===== src/rtl/hedios_pkg.sv =====
// Shared types and widths for the HEDIOS serial TX path.
package hedios_pkg;

    localparam int HEDIOS_CMD_W  = 8;
    localparam int HEDIOS_DATA_W = 32;

    typedef struct packed {
        logic [HEDIOS_CMD_W-1:0]  cmd;
        logic [HEDIOS_DATA_W-1:0] data;
    } hedios_packet_t;

    typedef enum logic [1:0] {
        ARB_IDLE   = 2'd0,
        ARB_PUSH   = 2'd1,
        ARB_SETTLE = 2'd2
    } hedios_arb_state_t;

endpackage


===== src/rtl/hedios_rr_picker.sv =====
// Combinational round-robin picker: first set mask bit after ptr, wrapping N-1 -> 0.
module hedios_rr_picker
    import hedios_pkg::*;
#(
    parameter int N    = 4,
    parameter int ID_W = 2
) (
    input  logic [N-1:0]    mask,
    input  logic [ID_W-1:0] ptr,
    output logic            found,
    output logic [ID_W-1:0] index
);

    int idx;

    // Scan offsets 1..N so the pointer itself is considered last.
    always_comb begin
        found = 1'b0;
        index = '0;
        idx   = 0;
        for (int k = 1; k <= N; k++) begin
            idx = (int'(ptr) + k) % N;
            if (!found && mask[idx[ID_W-1:0]]) begin
                found = 1'b1;
                index = idx[ID_W-1:0];
            end else begin
                found = found;
            end
        end
    end

endmodule


===== src/rtl/hedios_tx_arbiter.sv =====
// Two-class round-robin arbiter with an HP burst limit feeding the single HEDIOS TX queue.
module hedios_tx_arbiter
    import hedios_pkg::*;
#(
    parameter int                NUM_REQ        = 4,
    parameter logic [NUM_REQ-1:0] HIGH_PRIO_MASK = 4'b0001,
    parameter int                MAX_HP_BURST   = 4,
    localparam int               ID_W           = (NUM_REQ > 1) ? $clog2(NUM_REQ) : 1
) (
    input  logic                                    clk,
    input  logic                                    rst,
    input  logic [NUM_REQ-1:0]                      req_valid,
    input  logic [NUM_REQ-1:0][HEDIOS_CMD_W-1:0]    req_command,
    input  logic [NUM_REQ-1:0][HEDIOS_DATA_W-1:0]   req_data,
    output logic [NUM_REQ-1:0]                      req_ready,
    input  logic                                    tx_full,
    input  logic                                    tx_empty,
    output logic                                    tx_push_packet,
    output logic [HEDIOS_CMD_W-1:0]                 tx_command,
    output logic [HEDIOS_DATA_W-1:0]                tx_data,
    output logic [ID_W-1:0]                         last_grant,
    output logic [15:0]                             grant_count,
    output logic                                    all_idle
);

    hedios_arb_state_t      state_q, state_d;
    logic [NUM_REQ-1:0]     ready_q, ready_d;
    logic                   push_q, push_d;
    hedios_packet_t         pkt_q, pkt_d;
    logic [ID_W-1:0]        last_q, last_d;
    logic [15:0]            count_q, count_d;
    logic [3:0]             burst_q, burst_d;

    logic [NUM_REQ-1:0]     hp_req_s, lp_req_s, pick_mask_s;
    logic                   use_hp_s, found_s;
    logic [ID_W-1:0]        win_s;

    assign hp_req_s    = req_valid & HIGH_PRIO_MASK;
    assign lp_req_s    = req_valid & ~HIGH_PRIO_MASK;
    // LP is forced once the HP burst budget is spent while LP work waits.
    assign use_hp_s    = !((lp_req_s != '0) && (burst_q == 4'(MAX_HP_BURST))) && (hp_req_s != '0);
    assign pick_mask_s = use_hp_s ? hp_req_s : lp_req_s;

    hedios_rr_picker #(.N(NUM_REQ), .ID_W(ID_W)) u_picker (
        .mask  (pick_mask_s),
        .ptr   (last_q),
        .found (found_s),
        .index (win_s)
    );

    // Next-state and registered-output computation for the IDLE/PUSH/SETTLE cycle.
    always_comb begin
        state_d = state_q;
        ready_d = '0;
        push_d  = 1'b0;
        pkt_d   = pkt_q;
        last_d  = last_q;
        count_d = count_q;
        burst_d = burst_q;
        case (state_q)
            ARB_IDLE: begin
                if (found_s && !tx_full) begin
                    push_d         = 1'b1;
                    ready_d[win_s] = 1'b1;
                    pkt_d.cmd      = req_command[win_s];
                    pkt_d.data     = req_data[win_s];
                    last_d         = win_s;
                    count_d        = count_q + 16'd1;
                    if (use_hp_s && (lp_req_s != '0)) begin
                        burst_d = (burst_q == 4'(MAX_HP_BURST)) ? burst_q : burst_q + 4'd1;
                    end else begin
                        burst_d = 4'd0;
                    end
                    state_d = ARB_PUSH;
                end else begin
                    state_d = ARB_IDLE;
                end
            end
            ARB_PUSH:   state_d = ARB_SETTLE;
            ARB_SETTLE: state_d = ARB_IDLE;
            default:    state_d = ARB_IDLE;
        endcase
    end

    // State and output registers.
    always_ff @(posedge clk) begin
        if (rst) begin
            state_q <= ARB_IDLE;
            ready_q <= '0;
            push_q  <= 1'b0;
            pkt_q   <= '0;
            last_q  <= ID_W'(NUM_REQ - 1);
            count_q <= 16'd0;
            burst_q <= 4'd0;
        end else begin
            state_q <= state_d;
            ready_q <= ready_d;
            push_q  <= push_d;
            pkt_q   <= pkt_d;
            last_q  <= last_d;
            count_q <= count_d;
            burst_q <= burst_d;
        end
    end

    assign req_ready      = ready_q;
    assign tx_push_packet = push_q;
    assign tx_command     = pkt_q.cmd;
    assign tx_data        = pkt_q.data;
    assign last_grant     = last_q;
    assign grant_count    = count_q;
    assign all_idle       = (state_q == ARB_IDLE) && (req_valid == '0) && tx_empty;

endmodule

===== config.mk =====
export PLATFORM = sky130hd
export DESIGN_NAME = hedios_tx_arbiter
export DESIGN_NICKNAME = d
export VERILOG_FILES = /design/src/rtl/hedios_pkg.sv /design/src/rtl/hedios_rr_picker.sv /design/src/rtl/hedios_tx_arbiter.sv
export SDC_FILE = /design/constraint.sdc
export NUM_CORES = 1
export LEC_CHECK = 0
export ABC_AREA = 1
export BUFFER_PORTS_ARGS = -buffer_cell sky130_fd_sc_hd__buf_2
export CAP_MARGIN = 20
export CORE_MARGIN = 1.5
export CORE_UTILIZATION = 44
export CTS_BUF_LIST = sky130_fd_sc_hd__clkbuf_16
export CTS_CLUSTER_SIZE = 16
export DETAILED_ROUTE_END_ITERATION = 10
export PLACE_DENSITY = 0.8
export SETUP_SLACK_MARGIN = 0.1
export SYNTH_ARGS = -nofsm -noshare
export SYNTH_HDL_FRONTEND = slang
export SYNTH_HIERARCHICAL = 1
export SYNTH_SLANG_ARGS = --single-unit

===== constraint.sdc =====
create_clock -name clk -period 2.9 [get_ports clk]
set_clock_uncertainty 0.05 [all_clocks]
set_input_delay 0.435 -clock clk [delete_from_list [all_inputs] [get_ports clk]]
set_output_delay 0.435 -clock clk [all_outputs]
set_load 0.01 [all_outputs]

Word-level counts from Yosys, hierarchy flattened
Index checks and enable logic that the tools add are counted.
{ "word_totals": {"ff_bits": 69, "latch_bits": 0, "mem_bits_rw": 0, "rom_bits": 0, "n_memories": 0} }
{ "classes": {"n_addsub": 6, "multipliers": 0, "div_mod_pow": 0, "order_cmp": 6, "eq_ne": 3, "shift": 0, "mux": 28, "bitwise": 2, "reduce_logical": 22} }
{ "op_table": {"columns": ["operator", "count"], "rows": [
  ["32-bit binary-select mux with 2-bit select", 1],
  ["32-bit 2-to-1 mux", 1],
  ["16-bit by 1-bit adder with 16-bit output (second input constant)", 1],
  ["8-bit binary-select mux with 2-bit select", 1],
  ["2-bit by 3-bit less-than comparator with 1-bit output (second input constant)", 5],
  ["4-bit 2-to-1 mux", 3],
  ["1-bit 2-to-1 mux", 11],
  ["1-bit logical AND", 10],
  ["1-bit binary-select mux with 2-bit select", 4],
  ["2-bit 2-to-1 mux", 4],
  ["8-bit 2-to-1 mux", 1],
  ["1-bit zero test", 5],
  ["2-bit by 1-bit adder with 2-bit output (second input constant)", 2],
  ["2-bit adder (second input constant)", 2],
  ["4-bit by 1-bit adder with 4-bit output (second input constant)", 1],
  ["4-bit by 3-bit equality test with 1-bit output (second input constant)", 1],
  ["4-bit zero test", 1],
  ["2-bit one-hot mux with 2 select lines", 1],
  ["4-bit nonzero test", 1],
  ["3-bit AND reduction", 1],
  ["3-bit OR reduction", 1],
  ["1-bit demux with 2-bit select", 1],
  ["2-bit by 1-bit equality test with 1-bit output (second input constant)", 1],
  ["2-bit by 1-bit >= comparator with 1-bit output (second input constant)", 1],
  ["other kinds (5)", 6]
]} }

Logic depth before layout (Yosys ltp)
Gate-level depths: netlist of run 1.
{ "depth": {"ltp_word": 21, "ltp_mapped": 20, "ltp_nobuf": 20} }

By module
The synthesis of run 1 kept the hierarchy.
{ "by_module_without_submodules": {"columns": ["mod", "instances", "cells_per_inst", "area_per_inst_um2", "seq_area_each_um2"], "rows": [
  ["hedios_tx_arbiter", 1, 478, 3522.1, 1381.3],
  ["hedios_rr_picker", 1, 52, 271.5, 0.0]
]} }

Least setup slack after synthesis of run 1
No wires, ideal clock.
{ "synth_path": {"path_kind": "flip-flop to flip-flop", "start": "reg burst_q[0]", "end": "reg pkt_q (netlist bit tx_data[1])", "setup_time_ns": 0.133, "arrival_time_ns": 2.260, "setup_slack_ns": 0.457, "stages_incl_launch_ff": 18, "path_buffers": 1, "period_less_slack_ns": 2.443, "cell_sequence": "dfxtp_1 > inv_1 > ha_1 > inv_1 > nor2_1 > a21oi_2 > nor2_1 > nand2_2 > nand2_1 > nand2_1 > nand2_4 > nor2_8 > nand4_1 > nand3_1 > nor2_1 > buf_2 > a21oi_1 > a41oi_2"} }
{ "synth_between": {"elab_chain_cells": 19} }
{ "synth_rtl": {"columns": ["element", "line_no", "source"], "rows": [
  ["from (decl)", "hedios_tx_arbiter.sv:32", "logic [3:0] burst_q, burst_d;"],
  ["from (signal assigned)", "hedios_tx_arbiter.sv:102", "burst_q <= burst_d;"],
  ["4-bit by 3-bit equality test with 1-bit output (*)", "hedios_tx_arbiter.sv:41", "assign use_hp_s = !((lp_req_s != '0) && (burst_q == 4'(MAX_HP_BURST))) && (hp_req_s != '0);"],
  ["1-bit logical AND (*)", "hedios_tx_arbiter.sv:41", null],
  ["1-bit zero test (*)", "hedios_tx_arbiter.sv:41", null],
  ["1-bit logical AND (*)", "hedios_tx_arbiter.sv:41", null],
  ["4-bit 2-to-1 mux (*)", "hedios_tx_arbiter.sv:42", "assign pick_mask_s = use_hp_s ? hp_req_s : lp_req_s;"],
  ["net pick_mask_s[0]", "hedios_tx_arbiter.sv:34", "logic [NUM_REQ-1:0] hp_req_s, lp_req_s, pick_mask_s;"],
  ["1-bit binary-select mux with 2-bit select", "hedios_rr_picker.sv:23", "if (!found && mask[idx[ID_W-1:0]]) begin"],
  ["1-bit 2-to-1 mux (implied by the code)", "hedios_rr_picker.sv:23", null],
  ["(+5 left out)", null, null],
  ["1-bit logical AND", "hedios_rr_picker.sv:23", null],
  ["1-bit 2-to-1 mux", "hedios_rr_picker.sv:23", null],
  ["1-bit zero test", "hedios_rr_picker.sv:23", null],
  ["1-bit logical AND", "hedios_rr_picker.sv:23", null],
  ["2-bit 2-to-1 mux (*)", "hedios_rr_picker.sv:23", null],
  ["net win_s[0]", "hedios_tx_arbiter.sv:36", "logic [ID_W-1:0] win_s;"],
  ["32-bit binary-select mux with 2-bit select (*)", "hedios_tx_arbiter.sv:66", "pkt_d.data = req_data[win_s];"],
  ["32-bit 2-to-1 mux (implied by the code) (*)", "hedios_tx_arbiter.sv:66", null],
  ["to (signal assigned)", "hedios_tx_arbiter.sv:99", "pkt_q <= pkt_d;"],
  ["to (decl)", "hedios_tx_arbiter.sv:29", "hedios_packet_t pkt_q, pkt_d;"]
]} }
The timed path passes the listed nets; every way through them passes the cells marked *. The select of a mux whose other input is x is not followed.
A chain may end at the register's enable or synchronous reset.

Worst setup path after layout of run 1
{ "layout_path": {"start": "reg burst_q[0]", "end": "reg pkt_q (netlist bit tx_command[4])"} }
{ "layout_between": {"elab_chain_cells": 19} }
{ "layout_rtl": {"columns": ["element", "line_no", "source"], "rows": [
  ["4-bit by 3-bit equality test with 1-bit output (*)", "hedios_tx_arbiter.sv:41", null],
  ["1-bit logical AND (*)", "hedios_tx_arbiter.sv:41", null],
  ["1-bit zero test (*)", "hedios_tx_arbiter.sv:41", null],
  ["1-bit logical AND (*)", "hedios_tx_arbiter.sv:41", null],
  ["4-bit 2-to-1 mux (*)", "hedios_tx_arbiter.sv:42", null],
  ["net pick_mask_s[0]", "hedios_tx_arbiter.sv:34", null],
  ["1-bit binary-select mux with 2-bit select", "hedios_rr_picker.sv:23", null],
  ["1-bit 2-to-1 mux (implied by the code)", "hedios_rr_picker.sv:23", null],
  ["(+5 left out)", null, null],
  ["1-bit logical AND", "hedios_rr_picker.sv:23", null],
  ["1-bit 2-to-1 mux", "hedios_rr_picker.sv:23", null],
  ["1-bit zero test", "hedios_rr_picker.sv:23", null],
  ["1-bit logical AND", "hedios_rr_picker.sv:23", null],
  ["2-bit 2-to-1 mux (*)", "hedios_rr_picker.sv:23", null],
  ["net win_s[0]", "hedios_tx_arbiter.sv:36", null],
  ["8-bit binary-select mux with 2-bit select (*)", "hedios_tx_arbiter.sv:65", "pkt_d.cmd = req_command[win_s];"],
  ["8-bit 2-to-1 mux (implied by the code) (*)", "hedios_tx_arbiter.sv:65", null]
]} }
Marked as above.

==> results.yml, run 1 <==
status:
  status: "completed"
routing:
  route.vias.total: 5016
  drt_wl_total_mm: 15.5
  wire_per_inst_um: 17.5
  first_pass_iters: 5
  drt_iter0_markers: 236
  viasPerCell: 5.67
  drcViolationCount: 0
  drtAntennaViolNets: 0
yosys:
  synthSimpleGateAreaFrac_pct: 26.0
  synthAdderAreaFrac_pct: 0.989
  synth-main-ff-cell: "dfxtp_1"
  synth_area_per_cell_um2: 7.16
  synth_nets: 701
  synthMuxAreaShare_pct: 0
  synth-seq-cells: 69
  syn_inst: 530
  yosysWarnings: 6
  synth.distinct_cells: 31
  synthArstFlopShare_pct: 0
  ys_seq_area_share_pct: 36.4
  synth_xor_area_share_pct: 0.923
  synth_edf_count: 0
  synth-compound-area-share_pct: 25.9
  synth_top_family_by_area: "simple AND/OR/NAND/NOR gates"
  netlist_area_um2: 3790
layout:
  final_cell_area_um2: 5970
  final_nets: 944
  drive_gt1_share_pct: 45.4
  utilization_pct: 71.9
  areaGrowthSynthToFinish_pct: 57.4
timing:
  hold_viol_final: 0
  fin_crit_ps: 2730
  final.setup.tns_ps: 0
  period_share_pct: 94.1
  slew_viol_final: 0
  finalWorstSetupSlack_ps: 172
  slew_headroom_pct: 51.0
  holdWs_ps: 342
  worst_pin_slew_ps: 733
  rsz0062_at_grt: "yes"
  clock.fmax_ghz: 0.367
  setup_viol: 0
setup_path:
  r2r.worst_path.cells: 19
  cp_cell_sequence: "inv_1, ha_2, inv_2, nor2_4, a21oi_4, nor2_2, nand2_1, nand2_1, nand2_2, buf_4, a21oi_1, a21oi_2, nand3_4, buf_6, nor2_4, buf_12, buf_6, a22oi_1, a31oi_1"
  r2r-start: "burst_q[0]"
  startpoint_type: "register"
  setup.worst_path.end: "tx_command[4]"
  worstSetupStartpoint: "burst_q[0]"
  r2r_slack_ps: 170
  arrival_ps: 2930
  critPathMaxStageDelay_ps: 360
  worstPathMaxFanout: 10
  crit_type: "register to register"
  r2r_end: "tx_command[4]"
  end_kind: "register"
  required_ps: 3100
  crit_path_top_delay_cell: "dfxtp_4"
power:
  peakVddDrop_v: 0.000826
  p_leak_uw: 0.00278
  p_per_area_nw_per_um2: 1260
cts:
  clk_latency_ps: 330
  cts_tree: "built"
  clkTransAtPathRegs_ps: 60
  hold_buffers: 0
  clockRootBuffer: "clkbuf_16"
  cts_buffers: 9
  cts_num_sinks: 69
  cts_max_path_buffers: 2
  h-tree-depth: 3
flow_run:
  drv_cap: 0
global_route:
  grt_pass1_wl_mm: 20.6
  grt_pass1_vias: 4476
  grt_overflow: 0
  grt_max_degree: 49
  grt_usage_pct: 29.0
  antenna_found_initial: 1
die:
  io_pins: 232
  rows: 33
  die_area_um2: 9190
  die_w_um: 95.9
  core_area_um2: 8300
  die_y_um: 95.9
  initial_core_util_pct: 45.7
place:
  place_area_um2: 5040
  dp_slack_ps: -9.94
  routabilityCongestion: 0.909
  hpwl_mm: 9.98
  portBuffers: 231
worst_hold_path:
  hp-class: "primary input to register"
per-stage QoR:
stage,instances,power (uW)
2_1_floorplan,530,3680
3_3_place_gp,846,4690
3_5_place_dp,846,4760
4_1_cts,862,5930
5_1_grt,884,7890
6_report,884,7530
report_power, final:
group	total (uW)	switching, uW	internal [uW]
clock	1150	410	741
sequential	1460	189	1270
combinational	4920	2780	2140
area by class of cell:
type                    count  area, um2
multi-input cells         387       2330
well taps                 105        131
inverters                  41        154
diodes                      1       2.50
repair buffers            265       1660
clock inverters             7       81.3
clock buffers               9        225
fillers                   674       2330
flip-flops and latches     69       1390
layout by cell type (no fill, tap or decap), types with 9 or more instances in the layout:
cell type / netlist / layout
o21ai_0: 47 / 47
buf_4: 8 / 12
a21oi_1: 37 / 26
buf_12: 0 / 9
nand3_1: 21 / 18
a31oi_1: 12 / 12
a41oi_1: 25 / 10
a41oi_2: 3 / 18
buf_2: 9 / 231
clkbuf_16: 0 / 15
nor2_1: 37 / 31
a22oi_1: 24 / 17
dfxtp_1: 69 / 67
inv_1: 36 / 35
nand2_2: 4 / 9
nand2_1: 142 / 137
synth_stat cells, types with 4 or more instances:
cell type  instances  area share (%)
a41oi_1           25             5.8
nand2_2            4            0.66
nand4_1            8             1.3
nand2_1          142              14
buf_6              7             2.1
inv_2              5            0.49
nor3_1             4            0.53
clkbuf_1           8            0.79
dfxtp_1           69              36
inv_1             36             3.6
buf_2              9             1.2
a22oi_1           24             4.7
nand3_1           21             2.8
a21oi_1           37             4.9
buf_4              8             1.6
xor2_1             4            0.92
o21ai_0           47             6.2
nor2_1            37             3.7
a31oi_1           12             2.0
worst min-delay path by stage:
stage	to	startpoint	cells after the start	slack, ps
2_1_floorplan	state_q[1]	state_q[1]	1	370
3_3_place_gp	state_q[1]	state_q[1]	1	380
3_5_place_dp	state_q[1]	state_q[1]	1	400
4_1_cts	tx_data[13]	req_data[77]	3	330
5_1_grt	tx_command[0]	req_command[16]	3	340
6_report	tx_data[7]	req_data[71]	3	340
registers in the layout, summed over array words and instances, names as in the netlist:
signal	cells
burst_q	4
grant_count	16
last_grant	2
req_ready	4
state_q	2
tx_command	8
tx_data	32
tx_push_packet	1
routing by layer:
layer / vias up / GRT usage (%) / routed length, um
li1: 2310 / - / -
met1: 2330 / 34.2 / 5660
met2: 313 / 49.8 / 7770
met3: 63 / 5.85 / 1360
met4: 0 / 14.3 / 691
met5: - / 0 / 0
cells by family after synthesis:
logic type,after synthesis
simple gates,227
compound gates,153
buf+inv,74
flops,69
xor+xnor,4
fa+ha+maj,3
repair_timing:
action,in CTS,in global routing
cloned,0,11
setup buffers,0,10
pin swaps,1,19
gates resized for setup,3,61
endpoints found under the setup margin,43,58
critical path, delay by kind of cell (launching register included):
kind / cells / cell delay (ps)
buffers and inverters: 6 / 660
and+or+nand+nor: 7 / 670
adders and majority gates: 1 / 180
AOI/OAI and AO/OA: 5 / 730
DFF: 1 / 360
No activity file was read; power rests on OpenSTA's default activity.
==> inputs of run 2 (changes only) <==
==> constraint.sdc (replaced) <==
create_clock -name clk -period 3.08 [get_ports clk]
set_clock_uncertainty 0.05 [all_clocks]
set_input_delay 0.462 -clock clk [delete_from_list [all_inputs] [get_ports clk]]
set_output_delay 0.462 -clock clk [all_outputs]
set_load 0.01 [all_outputs]
==> run 2 against run 1 <==
  * Final area decreased by 8.6%
  * Critical path depth decreased by 1
  * Wire length decreased by 11%
  * First-iteration DRC count decreased by 35%
  * Largest power group unchanged
==> results.yml, run 2 (same netlist as run 1, synthesis figures left out) <==
die:
  initial_core_util_pct: 45.7
  die_w_um: 95.9
  io_pins: 232
  die_y_um: 95.9
  rows: 33
  die_area_um2: 9190
  core_area_um2: 8300
cts:
  hold_buffers: 0
  cts_tree: "built"
  clk_latency_ps: 320
  cts_buffers: 9
  cts_max_path_buffers: 2
  clockRootBuffer: "clkbuf_16"
  h-tree-depth: 3
  cts_num_sinks: 69
  clkTransAtPathRegs_ps: 60
setup_path:
  critPathMaxStageDelay_ps: 320
  arrival_ps: 2970
  crit_path_top_delay_cell: "dfxtp_1"
  path_common_cell: "nand2_1"
  worstPathMaxFanout: 17
  end_kind: "register"
  cp_cell_sequence: "inv_1, ha_1, inv_1, nor2_2, a21oi_4, nor2_2, nand2_1, nand2_1, nand2_4, nand2_4, nor2_1, a21oi_1, nand3_2, buf_4, nor2_4, buf_12, nand2_1, a41oi_1"
  startpoint_type: "register"
  required_ps: 3260
  crit_type: "register to register"
power:
  peakVddDrop_v: 0.000669
  p_leak_uw: 0.00262
  p_per_area_nw_per_um2: 1070
  total_power_uw: 5850
global_route:
  grt_overflow: 0
  grt_usage_pct: 28.1
  grt_pass1_vias: 4360
  grt_pass1_wl_mm: 19.9
  grt_max_degree: 57
  antenna_found_initial: 1
timing:
  slew_headroom_pct: 43.2
  period_share_pct: 90.6
  final.setup.tns_ps: 0
  hold_viol_final: 0
  worst_pin_slew_ps: 851
  rsz0062_at_grt: "no"
  fin_crit_ps: 2790
  setup_viol: 0
  clock.fmax_ghz: 0.358
  slew_viol_final: 0
status:
  status: "completed"
routing:
  wire_per_inst_um: 15.9
  drtAntennaViolNets: 0
  first_pass_iters: 7
  drcViolationCount: 0
  viasPerCell: 5.42
  drt_wl_total_mm: 13.8
  drt_iter0_markers: 153
  route.vias.total: 4706
layout:
  final_nets: 927
  fill_cells: 724
  drive_gt1_share_pct: 39.0
  final_common_cell: "buf_2"
  largest_reg_flops: 32
  layout_common_cells: "buf_2, nand2_1, dfxtp_1"
  areaGrowthSynthToFinish_pct: 43.8
place:
  portBuffers: 231
  hpwl_mm: 9.86
  routabilityCongestion: 0.932
flow_run:
  drv_cap: 0
worst_hold_path:
  hp-class: "primary input to register"
[run 2: report_power, final]
| part | internal, uW | switching, uW | leakage (uW) |
|---|---|---|---|
| clock | 538 | 390 | 0.000129 |
| sequential | 1190 | 187 | 0.000567 |
| combinational | 1420 | 2130 | 0.00193 |
[run 2: timing repair]
| item | 4_1_cts | 5_1_grt |
|---|---|---|
| endpoints found under the setup margin | 0 | 51 |
| resized for setup | 0 | 13 |
| setup buffers | 0 | 3 |
[run 2: through the flow]
stage | utilization, % | instances | area (um2) | hold WS [ps] | setup slack, ps
6_report | 65.7 | 868 | 5460 | 371 | 290
5_1_grt | 65.7 | 867 | 5450 | 380 | 69.7
4_1_cts | 64.0 | 860 | 5310 | 370 | 198
3_5_place_dp | 60.7 | 844 | 5040 | 386 | 182
3_3_place_gp | 60.7 | 844 | 5040 | 380 | 277
2_1_floorplan | - | 530 | 3790 | 371 | 637
[run 2: critical path: cells and delay by family, from the launching register on]
| family | cells | cell delay, ps |
|---|---|---|
| buf+inv | 4 | 510 |
| compound gates | 3 | 500 |
| simple gates | 10 | 1140 |
| flops | 1 | 320 |
| fa+ha+maj | 1 | 150 |
[run 2: cell type report]
class / count / area, um2 / share of cell area (%)
clock inverters: 7 / 42.5 / 0.780
well taps: 105 / 131 / 2.41
clock buffers: 9 / 225 / 4.13
repair buffers: 248 / 1420 / 26.1
diodes: 2 / 5.00 / 0.0917
flip-flops and latches: 69 / 1380 / 25.3
multi-input cells: 387 / 2090 / 38.3
inverters: 41 / 156 / 2.87
[run 2: path summary, 6_finish.rpt]
path / startpoint / to / slack, ps / cells past startpoint
worst min-delay path: req_data[78] / tx_data[14] / 370 / 3
worst min register to register: state_q[1] / state_q[1] / 400 / 1
worst max-delay path: burst_q[1] / tx_data[12] / 290 / 18
worst max register to register: burst_q[1] / tx_data[12] / 290 / 18
[run 2: routing by layer]
| layer | part of all wire [%] | GRT usage, % | vias to the layer above |
|---|---|---|---|
| li1 | - | - | 2275 |
| met1 | 39 | 34.0 | 2119 |
| met2 | 50 | 46.1 | 273 |
| met3 | 7.9 | 6.56 | 39 |
| met4 | 3.6 | 14.6 | 0 |
| met5 | 0 | 0 | - |
==> inputs of run 3 (changes only) <==
--- a/config.mk
+++ b/config.mk
@@ -8,13 +8,14 @@
 export ABC_AREA = 1
 export BUFFER_PORTS_ARGS = -buffer_cell sky130_fd_sc_hd__buf_2
 export CAP_MARGIN = 20
+export CORE_ASPECT_RATIO = 0.75
 export CORE_MARGIN = 1.5
 export CORE_UTILIZATION = 44
 export CTS_BUF_LIST = sky130_fd_sc_hd__clkbuf_16
 export CTS_CLUSTER_SIZE = 16
 export DETAILED_ROUTE_END_ITERATION = 10
 export PLACE_DENSITY = 0.8
-export SETUP_SLACK_MARGIN = 0.1
+export SETUP_SLACK_MARGIN = 0.5
 export SYNTH_ARGS = -nofsm -noshare
 export SYNTH_HDL_FRONTEND = slang
 export SYNTH_HIERARCHICAL = 1
==> run 3 against run 2 <==
  * Utilization up 11 points
  * Final cell count up 4.1%
  * Clock-buffer cell count unchanged
  * Critical path depth up 3
  * Clock power up 12%
  * Critical path type unchanged
  * Worst setup slack better by 32 ps
  * Combinational power up 53%
  * Flip-flop and latch count unchanged
  * Largest cell class unchanged
  * Non-clock buffer count up 35
  * Sequential share of layout area down 3.8 points
  * Global-route usage up 2.9 points
==> results.yml, run 3 (same netlist as run 1, synthesis figures left out) <==
place:
  dp_slack_ps: 68.5
  portBuffers: 231
  place_area_um2: 4990
  place_inst: 847
  hpwl_mm: 9.29
  routabilityCongestion: 0.940
cts:
  clk_latency_ps: 340
  clockRootBuffer: "clkbuf_16"
  hold_buffers: 0
  h-tree-depth: 3
  cts_buffers: 9
  cts_num_sinks: 69
  cts_max_path_buffers: 2
  cts_tree: "built"
  clkTransAtPathRegs_ps: 60
layout:
  final_nets: 962
  drive_gt1_share_pct: 52.3
  final_common_cell: "buf_2"
  areaGrowthSynthToFinish_pct: 69.4
  seqCellArea_um2: 1380
  fill_cells: 617
  layout_common_cells: "buf_2, nand2_1, dfxtp_1"
  diodes: 0
  multi_input_area_um2: 2570
  largest_reg_flops: 32
  stdcell_count: 904
  final_cell_area_um2: 6420
routing:
  viasPerCell: 5.79
  drtAntennaViolNets: 0
  drt_iter0_markers: 378
  drcViolationCount: 0
  route.vias.total: 5231
  drt_wl_total_mm: 16.9
  first_pass_iters: 5
  wire_per_inst_um: 18.7
timing:
  finalWorstSetupSlack_ps: 323
  period_share_pct: 89.5
  setup_viol: 0
  rsz0062_at_grt: "yes"
  slew_headroom_pct: 40.4
  worst_pin_slew_ps: 893
  slew_viol_final: 0
  fin_crit_ps: 2760
  clock.fmax_ghz: 0.363
  hold_viol_final: 0
  holdWs_ps: 348
  final.setup.tns_ps: 0
die:
  io_pins: 232
  die_area_um2: 9190
  initial_core_util_pct: 45.1
  rows: 29
  die_w_um: 110
  core_area_um2: 8420
  die_y_um: 83.4
setup_path:
  r2r_end: "grant_count[10]"
  worstPathMaxFanout: 8
  arrival_ps: 2970
  r2r.worst_path.cells: 21
  setup.worst_path.end: "grant_count[10]"
  startpoint_type: "register"
  r2r-start: "burst_q[1]"
  required_ps: 3290
  end_kind: "register"
  r2r_slack_ps: 320
  crit_type: "register to register"
  worstSetupStartpoint: "burst_q[1]"
global_route:
  grt_usage_pct: 31.0
  grt_pass1_wl_mm: 22.0
  grt_overflow: 0
  grt_pass1_vias: 4772
  grt_max_degree: 57
  antenna_found_initial: 0
power:
  peakVddDrop_v: 0.000865
  p_leak_uw: 0.00294
  p_per_area_nw_per_um2: 1210
flow_run:
  drv_cap: 0
worst_hold_path:
  hp-class: "primary input to register"
status:
  status: "completed"
[run 3: cell types whose count changed in the layout (fill, tap and decap cells not counted), moves of 8 or more]
cell     previous run  this run
nand2_2             6        20
a21oi_1            37        18
buf_4               7        20
a22oi_2             0        14
buf_6               0        11
nand2_1           140       118
nor2_4              5        13
a41oi_2             3        20
a22oi_1            24        10
a41oi_1            25         8
a21oi_2             0        17
[run 3: area by class of cell]
type                    instances  area share (%)
flip-flops and latches         69            21.5
inverters                      41            2.43
clock inverters                 7            1.03
multi-input cells             387            40.0
repair buffers                283            29.4
clock buffers                   9            3.51
well taps                     108            2.10
[run 3: worst min-delay path by stage]
stage / start / endpoint / slack, ps / cells after the start
after floorplan: state_q[1] / state_q[1] / 370 / 1
after global placement: state_q[1] / state_q[1] / 380 / 1
after detailed placement: state_q[1] / state_q[1] / 410 / 1
after CTS: req_data[1] / tx_data[1] / 340 / 3
after global routing: req_data[1] / tx_data[1] / 340 / 3
final: req_data[1] / tx_data[1] / 350 / 3
[run 3: report_power, final]
part / switching (uW) / internal, uW
logic: 3000 / 2420
registers: 161 / 1190
clock network: 416 / 621
[run 3: what timing repair did]
action                     4_1_cts  5_1_grt
gates cloned                     4        7
gates resized for setup         70       88
setup buffers                   15       15
pin swaps                       26       40
setup endpoints to repair       64       65
[run 3: metal layers]
layer	track usage, %	wire length (um)	vias to the layer above
met3	8.32	1600	82
met4	14.5	767	0
li1	-	-	2350
met5	0	0	-
met2	51.4	8180	352
met1	36.8	6390	2447
[run 3: worst max-delay path, stage by stage (launching register included)]
cell and delay [ps]:
dfxtp_2 320, inv_2 70, ha_4 120, inv_2 40, nor2_4 150, a21oi_4 80, buf_6 130, nor2_4 110
nand2_2 90, nand2_2 120, nand2_4 80, nand2_8 100, nor2_8 50, nand4_1 140, inv_2 70, nor2_4 130
nand2_8 110, nor2_4 230, nand2_2 130, nor2_2 140, nor2_1 60, nor2_1 140
[run 3: through the flow]
step	utilization [%]	total power (uW)
5_1_grt	76.3	8120
2_1_floorplan	-	3470
3_3_place_gp	59.3	4270
4_1_cts	68.3	6430
6_report	76.3	7800
3_5_place_dp	59.3	4330
